===== config.mk =====
export PLATFORM = sky130hd
export DESIGN_NAME = dma_block_writer
export DESIGN_NICKNAME = d
export VERILOG_FILES = /design/src/rtl/dma_block_writer.sv
export SDC_FILE = /design/constraint.sdc
export NUM_CORES = 1
export LEC_CHECK = 0
export BUFFER_PORTS_ARGS = -buffer_cell sky130_fd_sc_hd__buf_2
export CAP_MARGIN = 20
export CORE_ASPECT_RATIO = 1.5
export CORE_MARGIN = 4
export CORE_UTILIZATION = 55
export CTS_CLUSTER_DIAMETER = 100
export DETAILED_ROUTE_END_ITERATION = 8
export PLACE_DENSITY = 0.82
export SYNTH_ARGS = -nofsm -noshare
export SYNTH_HDL_FRONTEND = slang
export SYNTH_SLANG_ARGS = --single-unit

===== constraint.sdc =====
create_clock -name clk -period 4.94 [get_ports clk]
set_input_delay 0.494 -clock clk [delete_from_list [all_inputs] [get_ports clk]]
set_output_delay 0.494 -clock clk [all_outputs]
set_load 0.03 [all_outputs]

===== src/rtl/dma_block_writer.sv =====
// dma_block_writer: serialises one captured block into consecutive single-word memory writes.
// Optional block checksum enabled by defining DMA_WR_CHECKSUM_EN.
module dma_block_writer #(
    parameter int ADDR_WIDTH = 16,
    parameter int DATA_WIDTH = 16,
    parameter int BLOCK_SIZE = 25
) (
    input  logic                             clk,
    input  logic                             rst_n,
    input  logic                             blk_valid,
    output logic                             blk_ready,
    input  logic [BLOCK_SIZE*DATA_WIDTH-1:0] blk_data,
    input  logic [ADDR_WIDTH-1:0]            blk_base,
    output logic                             mem_enable,
    output logic                             mem_rw,
    output logic [ADDR_WIDTH-1:0]            mem_address,
    output logic [DATA_WIDTH-1:0]            mem_data,
    input  logic                             mem_ready,
    output logic                             busy,
    output logic                             done,
    output logic [DATA_WIDTH-1:0]            checksum
);
    localparam int IW = $clog2(BLOCK_SIZE + 1);
    localparam logic [IW-1:0] LAST = IW'(BLOCK_SIZE - 1);

    typedef enum logic [1:0] {IDLE, WRITE, DONE} state_t;

    state_t                          state_q, state_d;
    logic [IW-1:0]                   idx_q, idx_d;
    logic [BLOCK_SIZE*DATA_WIDTH-1:0] buf_q, buf_d;
    logic [ADDR_WIDTH-1:0]           addr_q, addr_d;
    logic [DATA_WIDTH-1:0]           wdata_q, wdata_d;
    logic                            en_q, en_d;
    logic                            rdy_q, rdy_d;
    logic                            busy_q, busy_d;
    logic                            done_q, done_d;
    logic                            capture;
    logic                            accept;

    // The remaining words live in a shift register so the next word is always the low slice.
    assign capture     = (state_q == IDLE) && blk_valid && rdy_q;
    assign accept      = en_q && mem_ready;
    assign blk_ready   = rdy_q;
    assign mem_enable  = en_q;
    assign mem_rw      = 1'b0;
    assign mem_address = addr_q;
    assign mem_data    = wdata_q;
    assign busy        = busy_q;
    assign done        = done_q;

    // Next-state and registered-output decode for the IDLE/WRITE/DONE sequencer.
    always_comb begin
        state_d = state_q;
        idx_d   = idx_q;
        buf_d   = buf_q;
        addr_d  = addr_q;
        wdata_d = wdata_q;
        en_d    = en_q;
        rdy_d   = rdy_q;
        busy_d  = busy_q;
        done_d  = 1'b0;
        case (state_q)
            IDLE: if (capture) begin
                state_d = WRITE;
                idx_d   = '0;
                buf_d   = blk_data >> DATA_WIDTH;
                wdata_d = blk_data[DATA_WIDTH-1:0];
                addr_d  = blk_base;
                en_d    = 1'b1;
                rdy_d   = 1'b0;
                busy_d  = 1'b1;
            end
            WRITE: if (accept) begin
                if (idx_q == LAST) begin
                    state_d = DONE;
                    en_d    = 1'b0;
                    done_d  = 1'b1;
                end else begin
                    idx_d   = idx_q + IW'(1);
                    addr_d  = addr_q + ADDR_WIDTH'(1);
                    wdata_d = buf_q[DATA_WIDTH-1:0];
                    buf_d   = buf_q >> DATA_WIDTH;
                end
            end
            DONE: begin
                state_d = IDLE;
                rdy_d   = 1'b1;
                busy_d  = 1'b0;
            end
            default: state_d = IDLE;
        endcase
    end

    // State and output registers; reset abandons any block in flight.
    always_ff @(posedge clk or negedge rst_n) begin
        if (!rst_n) begin
            state_q <= IDLE;
            idx_q   <= '0;
            buf_q   <= '0;
            addr_q  <= '0;
            wdata_q <= '0;
            en_q    <= 1'b0;
            rdy_q   <= 1'b1;
            busy_q  <= 1'b0;
            done_q  <= 1'b0;
        end else begin
            state_q <= state_d;
            idx_q   <= idx_d;
            buf_q   <= buf_d;
            addr_q  <= addr_d;
            wdata_q <= wdata_d;
            en_q    <= en_d;
            rdy_q   <= rdy_d;
            busy_q  <= busy_d;
            done_q  <= done_d;
        end
    end

`ifdef DMA_WR_CHECKSUM_EN
    logic [DATA_WIDTH-1:0] sum_q, sum_d;

    assign sum_d    = capture ? '0 : accept ? sum_q + wdata_q : sum_q;
    assign checksum = sum_q;

    // Running sum of accepted words, restarted on every block capture.
    always_ff @(posedge clk or negedge rst_n) begin
        if (!rst_n) sum_q <= '0;
        else        sum_q <= sum_d;
    end
`else
    assign checksum = '0;
`endif

endmodule


* Yosys cells after proc, flatten, opt, wreduce, memory -nomap -nowiden
Cells that the tools add are included.
Word-level totals: logic and storage cells 58, register bits 443, output and inout bits 53
Cells by class: eq/ne operators 7, add/sub/neg operators 2, muxes and demuxes 30, reduce and logical (&&, ||, !) cells 10
Operators with widths (number):
- $mux 400 | 3
- $pmux 400 s2 | 1
- $mux 16 | 6
- $pmux 16 s2 | 2
- $add 16x1->16 const B | 1
- $mux 5 | 3
- $pmux 5 s2 | 1
- $ne 2x2->1 const B | 4
- $reduce_and 4->1 | 2
- $mux 1 | 7
- $mux 2 | 3
- $pmux 1 s2 | 3
- $add 5x1->5 const B | 1
- $eq 5x5->1 const B | 1
- $pmux 2 s2 | 1
- $reduce_bool 2->1 | 2
- $logic_and 1x1->1 | 3
- $reduce_and 3->1 | 1
- $eq 2x1->1 const B | 1
- $eq 2x2->1 const B | 1
- $logic_not 2->1 | 1
- $reduce_and 2->1 | 1

* Logic depth before layout (Yosys ltp)
depth after elaboration 5, depth in mapped cells 9, gate-level depth less buffers 6

* Least setup slack after synthesis
OpenSTA, ideal clock, no wires.
kind register to register, from reg rdy_q, in the netlist blk_ready, to reg buf_q[62], data arrival time 1.653 ns, slack 3.205 ns, setup time 0.082 ns, required time 4.858 ns, cell stages (with the launch flop) 9, buffers on the path 4, clock period less this slack 1.735 ns, cells stage by stage dfstp_2 > and4bb_1 > buf_2 > a21o_1 > buf_6 > buf_6 > buf_4 > nor2_1 > a31oi_1
On the way: cells in the longest elaborated chain, start to end 3
RTL lines:
- start, declared | line 34 | logic rdy_q, rdy_d;
- start signal, assigned | line 113 | rdy_q <= rdy_d;
- $logic_and 1x1->1 | line 41 | assign capture = (state_q == IDLE) && blk_valid && rdy_q;
- $ne 2x2->1 (no line)
- $reduce_and 4->1 (no line)
- end signal, assigned | line 109 | buf_q <= buf_d;
- end, declared | line 30 | logic [BLOCK_SIZE*DATA_WIDTH-1:0] buf_q, buf_d;
No other way between the ends. A chain may end at the register's enable or synchronous reset.

* Worst setup path in the final report
from reg idx_q[0], to reg buf_q[24]
On the way: cells in the longest elaborated chain, start to end 3
RTL lines:
- start, declared | line 29 | logic [IW-1:0] idx_q, idx_d;
- start signal, assigned | line 108 | idx_q <= idx_d;
- $eq 5x5->1 | line 74 | if (idx_q == LAST) begin
- $ne 2x2->1 (no line)
- $reduce_and 4->1 (no line)
No other way between the ends.

==> flow_metrics.tcl <==
set metrics [dict create \
    cts.path.max_buffers 3 \
    synth-seq-cells 427 \
    final_min_period_over_clock_period_pct 54.35 \
    drtIter0Drc 1785 \
    clock_tree_from_tritoncts "done" \
    tns_ns 0 \
    synth_edf_count 0 \
    dp.final_hpwl_mm 40.64 \
    die_h_um 239.5 \
    path_length_in_cells_of_the_critical_path 7 \
    yosys_warnings 0 \
    design.final.nets 3078 \
    finalWorstPathRequiredPeriod_ns 2.685 \
    clk-insertion-delay-late_ns 0.55 \
    critical_path.slowest_cell "a21o_4" \
    first_pass_grt_wire_length_mm 89.37 \
    cp_top_family "compound AO/OA/AOI/OAI gates" \
    cp-end-kind "flip-flop" \
    syn2layout_area_growth_pct 16.94 \
    holdWs_ns 0.1818 \
    synth_area_um2 19660 \
    slew_headroom_pct 32.07 \
    fp.dieArea_um2 38890 \
    final_routed_drc_violation_total 0 \
    timing_worst_slew_pin_value_ns 1.019 \
    top_reg_cell_synth "dfrtp_1" \
    area.sequential_um2 10690 \
    finalInstanceArea_um2 22990 \
    clock_tree.htree_level_count 2 \
    port_buffers 455 \
    cts_resized 0 \
    rr_worst_depth 7 \
    multi_input_comb_area_um2 7732 \
    power_density_nw_per_um2 691.0 \
    post_dp_cell_area_um2 21710 \
    final-setup-viol-count 0 \
    die_width_um 162.4 \
    drtAntennaViolNets 0 \
    ioPinCount 473 \
    avgSynthCellArea_um2 8.480 \
    num-fill-cells 2932 \
    most-common-layout-cells "nand2_1, buf_2, dfrtp_1" \
    drt-pass1-iter-count 6 \
    total_wire_length_after_detailed_routing_mm 57.51 \
    avgViaCountPerCell 5.654 \
    grt_use_total_pct 28.77 \
    grt_max_degree 166 \
    grt_setup_unrepaired "no" \
    cts-hold-fix-buffers 1 \
    worst_endpoint_data_arrival_time_ns 3.14 \
    ir_worst_vdd_mv 0.5551 \
    outcome "finished clean" \
    netlist-cell-type-count 50 \
    cts.sinks 427 \
    synthesis.instances 2318 \
    cts_inserted_buffers 40 \
    final_common_cell "nand2_1" \
    grt_remaining_overflow 0 \
    hold_path_class "input pin to flip-flop" \
    max_cap_violations 0 \
    antenna_found_initial 12 \
    final.setup_skew_ns 0.02257 \
    number_of_pins_exceeding_their_max_slew_limit_in_the_final_report 0 \
    placedCellCount 3085 \
    hold-path-cell-count 2 \
    clk_pin_slew_worst_paths_ns 0.07 \
    power.leakage_nw 10.81 \
    wire_per_inst_um 18.19 \
    drive_gt1_share_pct 20.48 \
    fmaxAchievable_mhz 372.4 \
    critical_path.max_fanout 94 \
    first_global_vias 17480 \
    crit_path_start_kind "flip-flop" \
    cts-root-buf "clkbuf_16" \
    criticalPathCategory "flip-flop to flip-flop" \
    cp.required_ns 5.39 \
    crit_path_max_incr_delay_ns 0.85 \
    dr_total_vias 17870 \
    routabilityCongestion 0.9114 \
    crit_path_cell_trace "inv_1 > ha_1 > nand4b_1 > a21o_4 > buf_12 > nor2_1 > a31oi_1" \
    seq_area_frac_synth_pct 54.37 \
    post_cts_setup_driven_buffer_insertion_count 0 \
    asyncSetResetFlopFracSynth_pct 100.0 \
    worstPathBufferInverterCount 2 \
    total_power_mw 15.88 \
    floorplan.rows 84 \
    core_area_um2 35210 \
    finish.cell_count_without_fillers 3161 \
    timing.final.hold_violations 0 \
    start_util_pct 55.83 \
]
[final cells by class]
cell class	instances	share of cell area, %
antenna	7	0.07621
clock buffer	61	5.139
clock inverter	7	0.2939
inverter	7	0.1143
multi-input combinational	1695	33.64
sequential	427	46.49
tap	473	2.575
timing repair buffer	484	11.67
[metal layers]
metal	wire (µm)	global-route usage, %	vias to the layer above
met4	3436	15.26	10
met5	66	0	-
met1	21920	36.52	8445
li1	-	-	8422
met2	27530	46.97	828
met3	4562	5.509	167
[per-stage QoR]
step / setup WS [ns] / util (%)
2_1_floorplan: 3.205 / -
3_3_place_gp: 2.310 / 61.66
3_5_place_dp: 2.263 / 61.66
4_1_cts: 2.291 / 65.23
5_1_grt: 2.024 / 65.26
6_report: 2.255 / 65.28
[synthesized netlist by cell type, drive strengths merged, types with 4 or more instances]
cell type  count  area share (%)
a21oi         15            0.40
inv            7            0.13
a22o          16            0.71
nand4          5            0.16
nand3          9            0.23
clkbuf        78             1.5
nor2         395             7.5
buf          127             5.1
a31oi        387              12
dfrtp        426              54
nor3           4            0.13
nand2        784              15
and3           5            0.16
o21ai         17            0.43
[final timing paths]
kind                                           start                endpoint  slack [ns]
worst max-delay path            idx_q[0]$_DFFE_PN0P_   buf_q[24]$_DFFE_PN0P_        2.25
worst min-delay path                   blk_data[394]  buf_q[378]$_DFFE_PN0P_        0.18
worst max register to register  idx_q[0]$_DFFE_PN0P_   buf_q[24]$_DFFE_PN0P_        2.25
worst min register to register      busy$_DFFE_PN0P_        busy$_DFFE_PN0P_        0.49
max in group asynchronous                      rst_n  buf_q[308]$_DFFE_PN0P_        3.06
min in group asynchronous                      rst_n   buf_q[46]$_DFFE_PN0P_        0.56
[kinds of logic (layout without fill, tap and decap cells)]
family / after synthesis / count (layout) / share of synthesized area (%)
DFF: 427 / 427 / 54.37
buffers and inverters: 212 / 559 / 6.715
AOI/OAI and AO/OA: 454 / 454 / 14.73
other: 1 / 24 / 0.01908
and+or+nand+nor: 1218 / 1218 / 23.84
adders and majority gates: 3 / 3 / 0.1910
xor gates and xnor gates: 2 / 2 / 0.08913
muxes: 1 / 1 / 0.05093
[registers in the layout, indices dropped and copies added, names as in the netlist]
name	cells
blk_ready	1
buf_q	384
busy	1
done	1
idx_q	5
mem_address	16
mem_data	16
mem_enable	1
state_q	2
[where the power goes]
group          internal [mW]  switching [mW]  leakage, nW
Sequential              5.18            1.04         4.74
Combinational           2.27            4.38         5.45
Clock                   1.70            1.32        0.616
Total                   9.15            6.73         10.8
(Power assumes the default switching activity.)
